### config.mk
export PLATFORM = sky130hd
export DESIGN_NAME = pwm_multichannel
export DESIGN_NICKNAME = d
export VERILOG_FILES = /design/src/rtl/pwm_multichannel.sv
export SDC_FILE = /design/constraint.sdc
export NUM_CORES = 1
export LEC_CHECK = 0
export ABC_AREA = 1
export CORE_UTILIZATION = 50
export DETAILED_ROUTE_END_ITERATION = 12
export PLACE_DENSITY = 0.78
export SYNTH_ARGS = -nofsm -noshare
export SYNTH_HDL_FRONTEND = slang
export SYNTH_HIERARCHICAL = 1
export SYNTH_SLANG_ARGS = --single-unit
### constraint.sdc
create_clock -name clk -period 5.8 [get_ports clk]
set_input_delay 1.45 -clock clk [delete_from_list [all_inputs] [get_ports clk]]
set_output_delay 1.45 -clock clk [all_outputs]
set_load 0.03 [all_outputs]
### src/rtl/pwm_multichannel.sv
// N-channel PWM generator: shared prescaler and period counter, per-channel duty
// shadow/active registers committed at the period wrap, registered outputs.

module pwm_ch #(
  parameter int CNT_W = 8
) (
  input  logic             clk,
  input  logic             rst,
  input  logic             wr_hit,
  input  logic [CNT_W-1:0] wr_val,
  input  logic             wrap,
  input  logic [CNT_W-1:0] cnt,
  input  logic             en_out,
  input  logic             en_pwm,
  output logic             out
);
  logic [CNT_W-1:0] shadow, active;
  logic             pwm_bit;

  // All-ones duty is forced high so full duty never drops out at cnt==max.
  assign pwm_bit = (&active) | (cnt < active);

  always_ff @(posedge clk or posedge rst) begin
    if (rst) begin
      shadow <= '0;
      active <= '0;
      out    <= 1'b0;
    end else begin
      if (wr_hit) shadow <= wr_val;
      // A write landing on the wrap cycle is forwarded straight into the new period.
      if (wrap)   active <= wr_hit ? wr_val : shadow;
      out <= en_out & (~en_pwm | pwm_bit);
    end
  end
endmodule

module pwm_multichannel #(
  parameter int NUM_CH     = 16,
  parameter int CNT_W      = 8,
  parameter int PRESCALE_W = 8,
  localparam int CH_W      = (NUM_CH > 1) ? $clog2(NUM_CH) : 1
) (
  input  logic                  clk,
  input  logic                  rst,
  input  logic [NUM_CH-1:0]     en_out,
  input  logic [NUM_CH-1:0]     en_pwm,
  input  logic                  duty_wr_en,
  input  logic [CH_W-1:0]       duty_wr_ch,
  input  logic [CNT_W-1:0]      duty_wr_val,
  input  logic [PRESCALE_W-1:0] prescale,
  output logic [NUM_CH-1:0]     out,
  output logic                  period_start
);
  logic [PRESCALE_W-1:0] pre_cnt;
  logic [CNT_W-1:0]      cnt;
  logic                  tick, wrap;
  logic [NUM_CH-1:0]     wr_hit;

  // >= rather than == so a lowered prescale recovers on the next cycle.
  assign tick = (pre_cnt >= prescale);
  assign wrap = tick & (&cnt);

  always_ff @(posedge clk or posedge rst) begin
    if (rst) begin
      pre_cnt      <= '0;
      cnt          <= '0;
      period_start <= 1'b0;
    end else begin
      pre_cnt      <= tick ? '0 : pre_cnt + PRESCALE_W'(1);
      if (tick) cnt <= cnt + CNT_W'(1);
      period_start <= wrap;
    end
  end

  // Out-of-range channel indices match no lane, so such writes fall away.
  always_comb begin
    wr_hit = '0;
    for (int i = 0; i < NUM_CH; i++)
      wr_hit[i] = duty_wr_en && (duty_wr_ch == CH_W'(i));
  end

  pwm_ch #(.CNT_W(CNT_W)) u_ch [NUM_CH-1:0] (
    .clk    (clk),
    .rst    (rst),
    .wr_hit (wr_hit),
    .wr_val (duty_wr_val),
    .wrap   (wrap),
    .cnt    (cnt),
    .en_out (en_out),
    .en_pwm (en_pwm),
    .out    (out)
  );
endmodule
## Yosys cells after proc, flatten, opt, wreduce, memory -nomap -nowiden

Index checks and enable logic that the tools add are counted.

- Bitwise logic cells: 65
- Muxes and demuxes: 17
- Order comparisons: 17
- $add $sub $neg: 2
- Reductions and logical operators: 34
- Eq/ne operators: 15

Operators with widths:

| kind | number |
|---|---|
| $mux 8 | 17 |
| $reduce_and 8->1 | 17 |
| $lt 8x8->1 | 16 |
| $eq 4x4->1 const B | 8 |
| $or 1x1->1 | 32 |
| $and 1x1->1 | 17 |
| $add 8x1->8 const B | 2 |
| $eq 4x3->1 const B | 4 |
| $logic_and 1x1->1 | 16 |
| $not 1->1 | 16 |
| $eq 4x2->1 const B | 2 |
| $ge 8x8->1 | 1 |
| $eq 4x1->1 const B | 1 |
| $logic_not 4->1 | 1 |

- Output and inout bits: 17
- Logic and storage cells: 201
- Bits of input ports: 55
- Flip-flop bits (word level): 289

## Depth between registers and ports, before layout

Gate-level depths: netlist (run 1).

- Word-level depth: 4
- Mapped depth: 15
- Depth with buffers taken out: 13

## By module

The synthesis (run 1) kept the hierarchy.

By module, submodules not included:

| module | cells an instance | times used | area an instance (um^2) |
|---|---|---|---|
| pwm_ch | 80 | 16 | 832.0 |
| pwm_multichannel | 163 | 1 | 1202.4 |

## Worst setup path after synthesis (run 1)

Ideal clock, no wire load.

- Path kind: input to register
- Start point: input prescale[7]
- End point: register u_ch[0].active[1]
- Arrival: 4.248 ns
- Setup time: 0.136 ns
- Stages on the path: 11
- Data required time: 5.664 ns
- Path slack: 1.416 ns
- Cells stage by stage: inv_1 ha_1 nand2_1 nor2_2 nand2_2 nand3_4 buf_6 nand2_1 inv_1 clkbuf_1 o21ai_0

- Longest elaborated chain between the ends: 2

Ends and longest elaborated chain:

| what | RTL line | RTL |
|---|---|---|
| start: declaration | 50 | `input logic [PRESCALE_W-1:0] prescale,` |
| $ge 8x8->1 | 60 | `assign tick = (pre_cnt >= prescale);` |
| $and 1x1->1 | 61 | `assign wrap = tick & (&cnt);` |
| via wrap | 56 | `logic tick, wrap;` |
| end signal: assignment | 31 | `if (wrap) active <= wr_hit ? wr_val : shadow;` |
| end: declaration | 17 | `logic [CNT_W-1:0] shadow, active;` |

The timed path passes the listed nets, and every way through them passes these cells.
A chain may end at the register's enable or synchronous reset.

## Worst setup path in the final report (run 1)

- Start point: input prescale[7]
- End point: register u_ch[15].active[0]

- Longest elaborated chain between the ends: 2

Ends and longest elaborated chain:

| what | RTL line |
|---|---|
| $ge 8x8->1 | 60 |
| $and 1x1->1 | 61 |
| via wrap | 56 |
| end signal: assignment | 31 |
| end: declaration | 17 |

The timed path passes the listed nets, and every way through them passes these cells.

==> run metrics, run 1 <==
initial drt markers=691; yosys warns=6; insertion delay to the later sink of the worst-skew pair=roughly 0.55 ns; Gates resized, CTS repair=0; CTS sink cnt=just under 300; worst slew pin tran=~1.3 ns; maximum VDD drop=about 0.27 mV; Cell Chain, Critical Path=clkdlybuf4s50_1 > inv_1 > ha_1 > nand2_1 > nor2_2 > nand2_2 > nand3_4 > nand2_1 > inv_6 > buf_12 > mux2_4; min Tclk post-route=3.73 ns; Slew headroom=0.130; syn avg cell area=10.1 um2; I/O pin cnt=between 70 and 80; # nets final=1701; PortBufs=approximately 70; worst setup path end=u_ch[15]/active[0]; commonest non-fill, non-tap cell in the layout=nand2_1; Worst Setup End Kind=register; CP arrival=roughly 4.2 ns; vias=10200; DPL Wire Length=21.4 mm; fin util=0.581; Synth top area share=0.498; most frequent CP cell=nand2_1; initial antenna violation count=0; Synth cell types=23; CTS tree=done; Seq cells post-synth=289; synthesized cell area=about 0.015 mm2; filler instances=2324; first-pass GRT wire length=53.4 mm; grt ovf=0; core area=approximately 0.029 mm2; power share of the combinational group=0.176; Post-Syn Instances=roughly 1400; crit path kind=primary input to register; clk slew on worst S/H paths=around 0.060 ns; Critical Path Start Type=primary input; Final Skew=approximately 0.01 ns; WP depth=11; Final Non-Filler Cells=approximately 1900; Setup TNS=0 ns; Final setup viols=0; Die Y=approximately 170 um; largest net degree at the start of global routing=81; Max Buffers Root-to-Sink=3; fmax=roughly 270 MHz; Area growth syn-to-layout=14.5%; number of vias per cell=5.29; Pwr Total=between 5 and 6 mW; clock network power share=0.382; Pre-antenna DRT Iters=5; Flop pwr share=0.443; post-synthesis sequential area ratio=0.498; CP Max Fanout=80; postcts setup bufs=0; Cells after DPL=between 1500 and 2000; layout cell share with drive strength beyond 1=0.139; starting density of the core=0.507; r2r setup slk=3.01 ns; PwrDens=between 300 and 400 mW/mm2; Worst path slowest cell=clkdlybuf4s50_1; gr usage total=0.233; syn_nets=approximately 1600; CP Buf/Inv Count=4; LEAKAGE=8.67 nW; Reg-to-Reg Start=pre_cnt[3]; R2R Path End=u_ch[15]/active[0]; crit path launch=prescale[7]; Synth area leaders=dfrtp_1 50%, ha_1 11%, mux2_2 8.7%; chip width=around 170 um; Yosys top cell by area=dfrtp_1; fin crit share=0.643; # Max-Cap Violations=0; hold buffer count at cts=0; switching fraction of total power=0.272; floorplan row count=62; total net switching power=approximately 1.4 mW; Routed WL=approximately 33 mm; CP max stage delay=0.46 ns; min-delay worst type=register to register; CP top delay family=buffers and inverters; Critical Path RT=just over 6 ns; final hold violations=0; CTS Root Cell=clkbuf_16; clock buffer count from CTS=30; status=complete, no violations; DRC Markers=0; die area=0.0297 mm2; Pint=3.87 mW; Placer Congestion=roughly 0.8; H-tree depth=1; most frequent cells in the layout=313 x nand2_1, 289 x dfrtp_1, 215 x inv_1; RSZ-0062 raised after global routing=no; per-cell routed wire length=17.2 um; vias in the first global route=10600; r2r worst-path depth=9; DRT antenna net count=0; Slew Viols, Final=0
registers in the layout, indices dropped and copies added (netlist names):
name          flops
u_ch/active     128
u_ch/shadow     128
u_ch/out         16
cnt               8
pre_cnt           8
period_start      1
metal layers:
| metal | vias to the layer above | share of wire | track usage |
|---|---|---|---|
| li1 | 4886 | - | - |
| met1 | 4990 | 0.44 | 0.302 |
| met2 | 264 | 0.48 | 0.387 |
| met3 | 89 | 0.050 | 0.0366 |
| met4 | 0 | 0.034 | 0.0966 |
| met5 | - | 0 | 0 |
worst register-to-register path: cells and delay by family, from the launching register on:
family                     cells  cell delay [ns]
adders and majority gates      1             0.33
and+or+nand+nor                5             0.72
buffers and inverters          2             0.83
DFF                            1             0.45
muxes                          1             0.34
power groups by stage:
| stage | Combinational [mW] | Clock (mW) | Sequential [mW] |
|---|---|---|---|
| 3_5_place_dp | 0.927 | 0 | 2.39 |
| 5_1_grt | 1.03 | 2.14 | 2.37 |
| 6_report | 0.933 | 2.03 | 2.35 |
| 3_3_place_gp | 0.882 | 0 | 2.37 |
| 2_1_floorplan | 0.570 | 0 | 2.42 |
| 4_1_cts | 0.935 | 2.05 | 2.35 |
Yosys cell counts (all sizes together):
master,number
nor3,4
o21ai,112
clkbuf,17
mux2,144
xnor2,4
o21a,32
dfrtp,289
buf,17
a21oi,66
nand3,10
nor2,46
a21o,1
ha,122
xor2,7
nor4,1
nand2,315
nand4,40
inv,216
per-stage QoR:
stage / setup WS (ns) / hold WS, ns / area (um2)
after floorplan: 1.42 / 0.450 / 14500
after global routing: 1.88 / 0.500 / 16600
final: 2.07 / 0.493 / 16600
after global placement: 1.58 / 0.476 / 15600
after detailed placement: 1.53 / 0.480 / 15600
after CTS: 2.10 / 0.494 / 16600
worst min-delay path by stage:
stage / startpoint / to / cells past startpoint
2_1_floorplan: pre_cnt[0] / pre_cnt[0] / 1
3_3_place_gp: u_ch[9]/shadow[0] / u_ch[9]/shadow[0] / 1
3_5_place_dp: u_ch[1]/shadow[0] / u_ch[1]/shadow[0] / 1
4_1_cts: u_ch[10]/shadow[0] / u_ch[10]/shadow[0] / 1
5_1_grt: u_ch[9]/shadow[0] / u_ch[9]/shadow[0] / 1
6_report: u_ch[10]/shadow[0] / u_ch[10]/shadow[0] / 1
cells by family (layout without fill, tap and decap cells):
family,count (synthesis),in the layout,share of synthesized area
muxes,144,144,0.120
other,0,1,0
DFF,289,289,0.498
buffers and inverters,250,354,0.0734
and+or+nand+nor,416,416,0.118
xor gates and xnor gates,11,11,0.00664
adders and majority gates,122,122,0.105
AOI/OAI and AO/OA,211,211,0.0784
area by class of cell:
type,count,area (um2),share of cell area
antenna,1,2.50,0.000151
clock buffer,40,860,0.0517
clock inverter,15,188,0.0113
inverter,216,816,0.0491
multi-input combinational,904,6220,0.374
sequential,289,7230,0.435
tap,384,480,0.0289
timing repair buffer,83,826,0.0497
(Power assumes the default switching activity.)
==> run 2, diff against run 1 <==
clock period = 3.6 ns   (was 5.8 ns; I/O delays follow)
==> run 2 against run 1 <==
Against the previous run:
- setup slack got worse by 1.3 ns
- design area rose by 1.2%
- clock power is 58% higher
- sequential power up 61%
- first-iteration DRC count is 0.58% higher
- power increased by 61%
- non-clock buffer count grew 28
- sequential share of layout area shrank 0.51 points
- clock skew decreased by 0.0016 ns
- final cell count is 1.3% higher
- critical path depth is the same
- critical endpoint is now u_ch[11]/active[0]
- global-route usage up 0.50 points
==> run metrics, run 2 (synthesis results as in run 1) <==
Critical Path Start Type=primary input; Placer Congestion=0.777 (-4.7%); Cell Chain, Critical Path=clkdlybuf4s50_1 > inv_1 > ha_1 > nand2_1 > nor2_2 > nand2_2 > nand3_4 > nand2_1 > clkinvlp_4 > buf_12 > mux2_4; min-delay worst type=register to register; floorplan row count=62 (unchanged); r2r setup slk=1.20 ns (-1.81 ns); per-cell routed wire length=17.4 um (+0.80%); hold path cells=1 (unchanged); worst slew pin tran=1.08 ns (-0.214 ns); maximum VDD drop=0.363 mV (+35%); min Tclk post-route=2.81 ns; vias=10400 (+1.4%); DRC Markers=0 (unchanged); LEAKAGE=8.80 nW (+1.5%); leading registers by flop count=u_ch/active x128, u_ch/shadow x128, u_ch/out x16; CP top delay family=buffers and inverters; min-delay src=u_ch[8]/shadow[4]; pre-CTS setup slack=0.276 ns (-1.25 ns); first-pass GRT wire length=54.7 mm (+2.3%); initial antenna violation count=0 (unchanged); fmax=between 300 and 400 MHz; worst setup margin=0.788 ns (-1.28 ns); Die Y=172 um (unchanged); clock buffer count from CTS=30 (unchanged); Setup TNS=0 ns (unchanged); insertion delay to the later sink of the worst-skew pair=0.55 ns (about the same); layout cell share with drive strength beyond 1=0.152 (+0.0135); vias in the first global route=10900 (+2.2%); Final setup viols=0 (unchanged); postcts setup bufs=0 (unchanged); initial drt markers=695 (+0.58%); clk slew on worst S/H paths=0.06 ns (about the same); gr usage total=0.238 (+0.00500); most frequent CP cell=nand2_1; PortBufs=71 (unchanged); most frequent cells in the layout=313 x nand2_1, 289 x dfrtp_1, 215 x inv_1; chip width=172 um (unchanged); number of vias per cell=5.30 (about the same); Worst path slowest cell=clkdlybuf4s50_1; DRT antenna net count=0 (unchanged); Area growth syn-to-layout=15.9%; Hold Path End=u_ch[8]/shadow[4]; CP max stage delay=0.45 ns (about the same); final hold violations=0 (unchanged); commonest non-fill, non-tap cell in the layout=nand2_1; Slew Viols, Final=0 (unchanged); R2R Path End=u_ch[11]/active[0]; core area=0.0286 mm2 (unchanged); Final Skew=0.00809 ns (-0.00163 ns); Critical Path RT=4.03 ns (-2.20 ns); Reg-to-Reg Start=pre_cnt[3]; CTS tree=done; PwrDens=508 mW/mm2 (+59%); status=complete, no violations; hold buffer count at cts=0 (unchanged); CTS sink cnt=289 (unchanged); Gates resized, CTS repair=0 (unchanged); Routed WL=34.0 mm (+2.2%); CP arrival=3.24 ns (-0.92 ns); H-tree depth=1 (unchanged); grt ovf=0 (unchanged); CTS Root Cell=clkbuf_16; largest net degree at the start of global routing=121 (+49%); # Max-Cap Violations=0 (unchanged); crit path kind=primary input to register; filler instances=2303 (-0.90%); CP Buf/Inv Count=4 (unchanged); I/O pin cnt=72 (unchanged); Slew headroom=0.277 (+0.147); fin crit share=0.781; Worst Setup End Kind=register; RSZ-0062 raised after global routing=no; CP Max Fanout=120 (+50%); Pre-antenna DRT Iters=5 (unchanged); Max Buffers Root-to-Sink=3 (unchanged); Diodes inserted=0 (-1); DPL Wire Length=21.4 mm (about the same); die area=0.0297 mm2 (unchanged); r2r worst-path depth=11 (+2); starting density of the core=0.507 (unchanged); # nets final=1729 (+1.6%)
## run 2: changes by cell type in the layout (fill, tap and decap cells not counted), sizes merged
cell,previous run,this run
buf,12,40
inv,218,215
clkbuf,40,41
clkinv,7,8
diode,1,0
## run 2: per-stage QoR
| stage | area [um2] | power (mW) | hold WS [ns] | std cells | utilization |
|---|---|---|---|---|---|
| CTS | 16800 | 8.59 | 0.494 | 1958 | 0.588 |
| global placement | 15800 | 5.26 | 0.476 | 1904 | 0.552 |
| floorplan | 14500 | 4.81 | 0.450 | 1443 | - |
| global route | 16800 | 8.92 | 0.508 | 1958 | 0.588 |
| finish | 16800 | 8.54 | 0.493 | 1958 | 0.588 |
| detailed placement | 15800 | 5.36 | 0.479 | 1904 | 0.552 |
## run 2: how the worst max path moves through the flow
stage                start                 end  cells after the start
2_1_floorplan  prescale[7]   u_ch[0]/active[2]                     11
3_3_place_gp   prescale[7]   u_ch[7]/active[0]                     11
3_5_place_dp   prescale[7]   u_ch[1]/active[0]                     11
4_1_cts        prescale[7]  u_ch[11]/active[0]                     11
5_1_grt        prescale[3]  u_ch[11]/active[0]                     11
6_report       prescale[7]  u_ch[11]/active[0]                     11
## run 2: final cells by class
class | count | area (um2) | area share
Sequential cell | 289 | 7230 | 0.430
Multi-Input combinational cell | 904 | 6220 | 0.370
Clock buffer | 41 | 853 | 0.0507
Clock inverter | 13 | 171 | 0.0102
Timing Repair Buffer | 111 | 1050 | 0.0623
Tap cell | 384 | 480 | 0.0286
Inverter | 216 | 815 | 0.0484
## run 2: report_power, final
| part | switching [mW] | leakage (nW) | total, mW | internal, mW |
|---|---|---|---|---|
| sequential | 0.149 | 3.18 | 3.79 | 3.64 |
| clock | 1.28 | 0.506 | 3.21 | 1.94 |
| combinational | 0.892 | 5.11 | 1.53 | 0.642 |
## run 2: metal layers
| metal | up-vias | track usage | share of wire |
|---|---|---|---|
| li1 | 4937 | - | - |
| met1 | 5124 | 0.302 | 0.43 |
| met2 | 248 | 0.415 | 0.50 |
| met3 | 62 | 0.0284 | 0.041 |
| met4 | 0 | 0.0877 | 0.031 |
| met5 | - | 0 | 0 |
